==> src/rtl/munoc_flit_payload_assembler.sv <==
// ============================================================================
//  munoc_flit_payload_assembler
//  Packs phit-wide payload flits into data beats with a per-lane strobe.
//  Revision: 1.0
// ============================================================================
`default_nettype none

module munoc_flit_payload_assembler #(
  parameter  int BW_PHIT  = 8,
  parameter  int BW_DATA  = 32,
  localparam int NUM_LANE = BW_DATA / BW_PHIT
) (
  input  logic                clk,
  input  logic                rst,
  input  logic                flit_valid,
  input  logic                flit_last,
  input  logic [BW_PHIT-1:0]  flit_data,
  output logic                flit_ready,
  output logic                beat_valid,
  input  logic                beat_ready,
  output logic [BW_DATA-1:0]  beat_data,
  output logic [NUM_LANE-1:0] beat_strb,
  output logic                beat_last,
  output logic [15:0]         pkt_count
);

  localparam int                 c_IDX_W    = (NUM_LANE > 1) ? $clog2(NUM_LANE) : 1;
  localparam logic [c_IDX_W-1:0] c_LAST_IDX = c_IDX_W'(NUM_LANE - 1);

  localparam logic [0:0] c_ST_FILL = 1'b0;
  localparam logic [0:0] c_ST_PEND = 1'b1;

  logic [0:0]          r_state;
  logic [0:0]          w_state_nxt;
  logic [c_IDX_W-1:0]  r_idx;
  logic [BW_DATA-1:0]  r_acc_data;
  logic [NUM_LANE-1:0] r_acc_strb;
  logic                r_acc_last;
  logic                r_beat_valid;
  logic [BW_DATA-1:0]  r_beat_data;
  logic [NUM_LANE-1:0] r_beat_strb;
  logic                r_beat_last;
  logic [15:0]         r_pkt_count;

  logic                w_accept;
  logic                w_complete;
  logic                w_out_free;
  logic                w_load_new;
  logic                w_load_pend;
  logic [BW_DATA-1:0]  w_new_data;
  logic [NUM_LANE-1:0] w_new_strb;

  assign w_accept    = flit_valid && flit_ready;
  assign w_complete  = w_accept && ((r_idx == c_LAST_IDX) || flit_last);
  assign w_out_free  = !r_beat_valid || beat_ready;
  assign w_load_new  = w_complete && w_out_free;
  assign w_load_pend = (r_state == c_ST_PEND) && beat_ready;

  // Accumulator contents with the incoming flit merged into lane idx; lane 0 is the MSB lane.
  for (genvar g = 0; g < NUM_LANE; g++) begin : g_lane
    logic w_hit;
    assign w_hit = w_accept && (r_idx == c_IDX_W'(g));
    assign w_new_data[BW_DATA-1-g*BW_PHIT -: BW_PHIT] =
      w_hit ? flit_data : r_acc_data[BW_DATA-1-g*BW_PHIT -: BW_PHIT];
    assign w_new_strb[NUM_LANE-1-g] = w_hit | r_acc_strb[NUM_LANE-1-g];
  end

  always_ff @(posedge clk or posedge rst) begin
    if (rst) begin
      r_state <= c_ST_FILL;
    end else begin
      r_state <= w_state_nxt;
    end
  end

  always_comb begin
    w_state_nxt = r_state;
    case (r_state)
      c_ST_FILL: if (w_complete && !w_out_free) w_state_nxt = c_ST_PEND;
      c_ST_PEND: if (beat_ready)                w_state_nxt = c_ST_FILL;
      default:                                  w_state_nxt = c_ST_FILL;
    endcase
  end

  always_comb begin
    flit_ready = (r_state == c_ST_FILL);
  end

  always_ff @(posedge clk or posedge rst) begin
    if (rst) begin
      r_idx        <= '0;
      r_acc_data   <= '0;
      r_acc_strb   <= '0;
      r_acc_last   <= 1'b0;
      r_beat_valid <= 1'b0;
      r_beat_data  <= '0;
      r_beat_strb  <= '0;
      r_beat_last  <= 1'b0;
      r_pkt_count  <= '0;
    end else begin
      if (r_state == c_ST_PEND) begin
        if (beat_ready) begin
          r_acc_data <= '0;
          r_acc_strb <= '0;
          r_acc_last <= 1'b0;
        end
      end else if (w_complete) begin
        r_idx <= '0;
        if (w_out_free) begin
          r_acc_data <= '0;
          r_acc_strb <= '0;
          r_acc_last <= 1'b0;
        end else begin
          // Output register busy: park the finished beat here until handoff.
          r_acc_data <= w_new_data;
          r_acc_strb <= w_new_strb;
          r_acc_last <= flit_last;
        end
      end else if (w_accept) begin
        r_acc_data <= w_new_data;
        r_acc_strb <= w_new_strb;
        r_idx      <= r_idx + c_IDX_W'(1);
      end

      if (w_load_new) begin
        r_beat_valid <= 1'b1;
        r_beat_data  <= w_new_data;
        r_beat_strb  <= w_new_strb;
        r_beat_last  <= flit_last;
      end else if (w_load_pend) begin
        r_beat_valid <= 1'b1;
        r_beat_data  <= r_acc_data;
        r_beat_strb  <= r_acc_strb;
        r_beat_last  <= r_acc_last;
      end else if (beat_ready) begin
        r_beat_valid <= 1'b0;
      end

      if (r_beat_valid && beat_ready && r_beat_last) begin
        r_pkt_count <= r_pkt_count + 16'd1;
      end
    end
  end

  assign beat_valid = r_beat_valid;
  assign beat_data  = r_beat_data;
  assign beat_strb  = r_beat_strb;
  assign beat_last  = r_beat_last;
  assign pkt_count  = r_pkt_count;

endmodule

`default_nettype wire

==> config.mk <==
export PLATFORM = sky130hd
export DESIGN_NAME = munoc_flit_payload_assembler
export DESIGN_NICKNAME = d
export VERILOG_FILES = /design/src/rtl/munoc_flit_payload_assembler.sv
export SDC_FILE = /design/constraint.sdc
export NUM_CORES = 1
export LEC_CHECK = 0
export CAP_MARGIN = 10
export CORE_UTILIZATION = 50
export CTS_CLUSTER_SIZE = 28
export DETAILED_ROUTE_END_ITERATION = 10
export DONT_BUFFER_PORTS = 1
export GPL_TIMING_DRIVEN = 0
export PLACE_DENSITY = 0.68
export SETUP_SLACK_MARGIN = 0.5
export SLEW_MARGIN = 40
export SYNTH_ARGS = -nofsm -noshare
export SYNTH_HDL_FRONTEND = slang
export SYNTH_SLANG_ARGS = --single-unit
==> constraint.sdc <==
create_clock -name clk -period 2.8 [get_ports clk]
set_input_delay 0.42 -clock clk [delete_from_list [all_inputs] [get_ports clk]]
set_output_delay 0.42 -clock clk [all_outputs]
set_load 0.01 [all_outputs]
==> results.md <==
- Maxcap violations: 0
- Clock transition at path regs: 0.09 ns
- Post-route minimum period: 2.04 ns
- Worst-margin pin slew: 0.653 ns
- Syn Std Cell Area: 0.00413 sq mm
- Clock tree buffer depth: 2
- Seq cells post-synth: 94
- Register area share after synthesis: 57.0%
- Post-CTS Resized: 0
- TNS Setup: 0 ns
- PD cells: 734 mW/mm^2
- Synth cell count leaders: dfrtp_1 (94), a22o_1 (40), inv_1 (27)
- Total Routed Length: 9250 um
- R2r setup slk: 0.76 ns
- Min-delay src: flit_last
- Max IR drop VDD: 0.000377 V
- FP Rows: 32
- Grt ovf: 0
- H-tree depth: 3
- Synthesis-to-finish area growth: 10.8%
- Post-synthesis average cell area: 11.8 sq um
- Die area: 0.00862 sq mm
- Worst path max stage delay: 0.64 ns
- Unrepaired setup endpoints after global routing: false
- Vias in the first global route: 2,842
- Final slew viol count: 0
- CP max stage cell: nor4b_4
- # placed instances: 455
- Syn nets: 367
- Crit start category: register
- Period utilization: 72.7%
- Ranking of synthesized cells by area: dfrtp_1 (57%), a22o_1 (8.5%), a22oi_1 (2.9%)
- Antenna violations before repair: 0
- Hold EP: beat_last
- Most numerous cell in the Yosys netlist: dfrtp_1
- Initial DRC count: 193
- # IOs: 68
- CP Class: reg2reg
- Post-CTS setup buffer count: 0
- Reg2reg path depth: 5
- Clk sinks: 94
- Ant. Diodes: 0
- Initial Util: 52.6%
- Cts bufs inserted: 9
- Ys async rst share: 100%
- Clk_skew: 0.0103 ns
- Fin cells: 472
- Crit-path max FO: 9
- Via count: 2,856
- Hold Path Class: in2reg
- Hold Vio Cnt, Final: 0
- Yosys top cell by area: dfrtp_1
- DR DRC count: 0
- Skew-Pair Late Insertion Delay: 0.36 ns
- CTS tree: done
- Nets@finish: 383
- Worst R2R Start: r_idx[0]
- Pleak: 2.16 nW
- CP endpoint kind: register
- Chip height: 92.9 um
- Synth Instances: 349
- Core Area: 0.00785 sq mm
- Synth Flop Type: dfrtp_1
- Status: completed
- Largest net degree at the start of global routing: 27
- Total global-route track usage: 22.9%
- Synth top area share: 57.0%
- Crit-path cells: ha_1 -> nor2_4 -> nor4b_4 -> nand2b_4 -> o21ai_0
- Die Width: 92.9 um
- Layout cells sized above 1: 14.9%
- WHS Path Cells: 2
- CTS root buf: clkbuf_8
- Synth unique cells: 41
- Fmax: 0.491 GHz
- Required @ worst endpoint: 3.03 ns
- First-pass DRT Iterations: 5
- GP Congestion: 0.784
- Arrival time worst endpoint: 2.27 ns
- First-pass GRT wire length: 15,100 um
- ANT nets after route: 0
- Final setup vio count: 0
- Crit path max-delay family: simple AND/OR/NAND/NOR gates
- Wire length per cell: 19.6 um
- Relative slew slack: 56.3%
- Post-DR vias/cell: 6.05
- Synth Warn #: 0
- Detailed Place HPWL: 6350 um
- Port Buffers: 0
- EDFF count, synth: 0
- Bufs and invs on worst path: 0
- Crit Reg-Reg Endpoint: beat_data[12]
## layout by cell type (no fill, tap or decap), types with 4 or more instances in the layout
master and n:
clkbuf_8 10, nor2_1 14, a22oi_1 16, a222oi_1 4
a21oi_1 6, and3_1 7, o21a_1 4, a21o_1 8
xnor2_1 10, buf_2 8, dfrtp_1 94, xor2_1 5
o21ai_2 4, a22o_1 40, mux2_2 9, inv_1 26
nand2_1 14, nand3_1 6, a221o_1 4, ha_1 5
nand4_1 5, clkbuf_1 10, o21ai_0 21
## final cells by class
type	count	area, sq um
multi-input cells	210	1590
well taps	102	128
clock inverters	5	58.8
inverters	27	105
plain buffers	18	81.3
clock buffers	11	141
flip-flops and latches	94	2350
fillers	698	3280
repair buffers	5	113
## logic make-up after synthesis
kind of cell | after synthesis | share of synthesized area (%)
simple gates | 65 | 10.0
xor+xnor | 15 | 3.18
compound gates | 116 | 21.4
buf+inv | 45 | 4.43
fa+ha+maj | 5 | 1.52
mux | 9 | 2.46
flops | 94 | 57.0
## power by group
part	switching, mW	internal, mW	total (mW)
clock network	0.477	0.438	0.915
logic	0.323	0.271	0.595
registers	0.275	1.57	1.85
total	1.08	2.28	3.36
## state kept, by name (all words and copies together) (netlist names)
| name | flops |
|---|---|
| r_idx | 2 |
| r_acc_strb | 4 |
| beat_last | 1 |
| r_state | 1 |
| beat_data | 32 |
| beat_valid | 1 |
| beat_strb | 4 |
| pkt_count | 16 |
| r_acc_data | 32 |
| r_acc_last | 1 |
## repair_timing
item,in CTS,in global routing
hold buffers,1,0
endpoints found under the setup margin,0,0
endpoints found under the hold margin,12,0
## worst max path at each step
stage	from	endpoint	slack (ns)	depth (start not counted)
4_1_cts	r_idx[0]	beat_data[9]	0.75	5
3_5_place_dp	r_idx[0]	beat_data[9]	0.78	5
6_report	r_idx[0]	beat_data[12]	0.76	5
5_1_grt	r_idx[0]	beat_data[15]	0.63	5
3_3_place_gp	rst	beat_data[31]	0.80	1
2_1_floorplan	r_idx[0]	beat_data[28]	1.12	6
## stage by stage
step / power, mW / util [%] / hold slack, ns / setup WS, ns / cell area (sq um)
3_3_place_gp: 2.43 / 54.3 / 0.462 / 0.802 / 4260
6_report: 3.36 / 58.3 / 0.211 / 0.764 / 4570
4_1_cts: 3.38 / 58.3 / 0.200 / 0.754 / 4570
5_1_grt: 3.51 / 58.3 / 0.215 / 0.630 / 4570
3_5_place_dp: 2.47 / 55.6 / 0.287 / 0.775 / 4360
2_1_floorplan: 2.28 / - / 0.450 / 1.12 / 4130
## layer usage
| metal | GRT usage, % | wire length, um |
|---|---|---|
| met3 | 5.75 | 645 |
| met5 | 0 | 0 |
| met2 | 34.6 | 4300 |
| met4 | 7.56 | 114 |
| met1 | 32.3 | 4190 |
No activity file was read; power rests on OpenSTA's default activity.
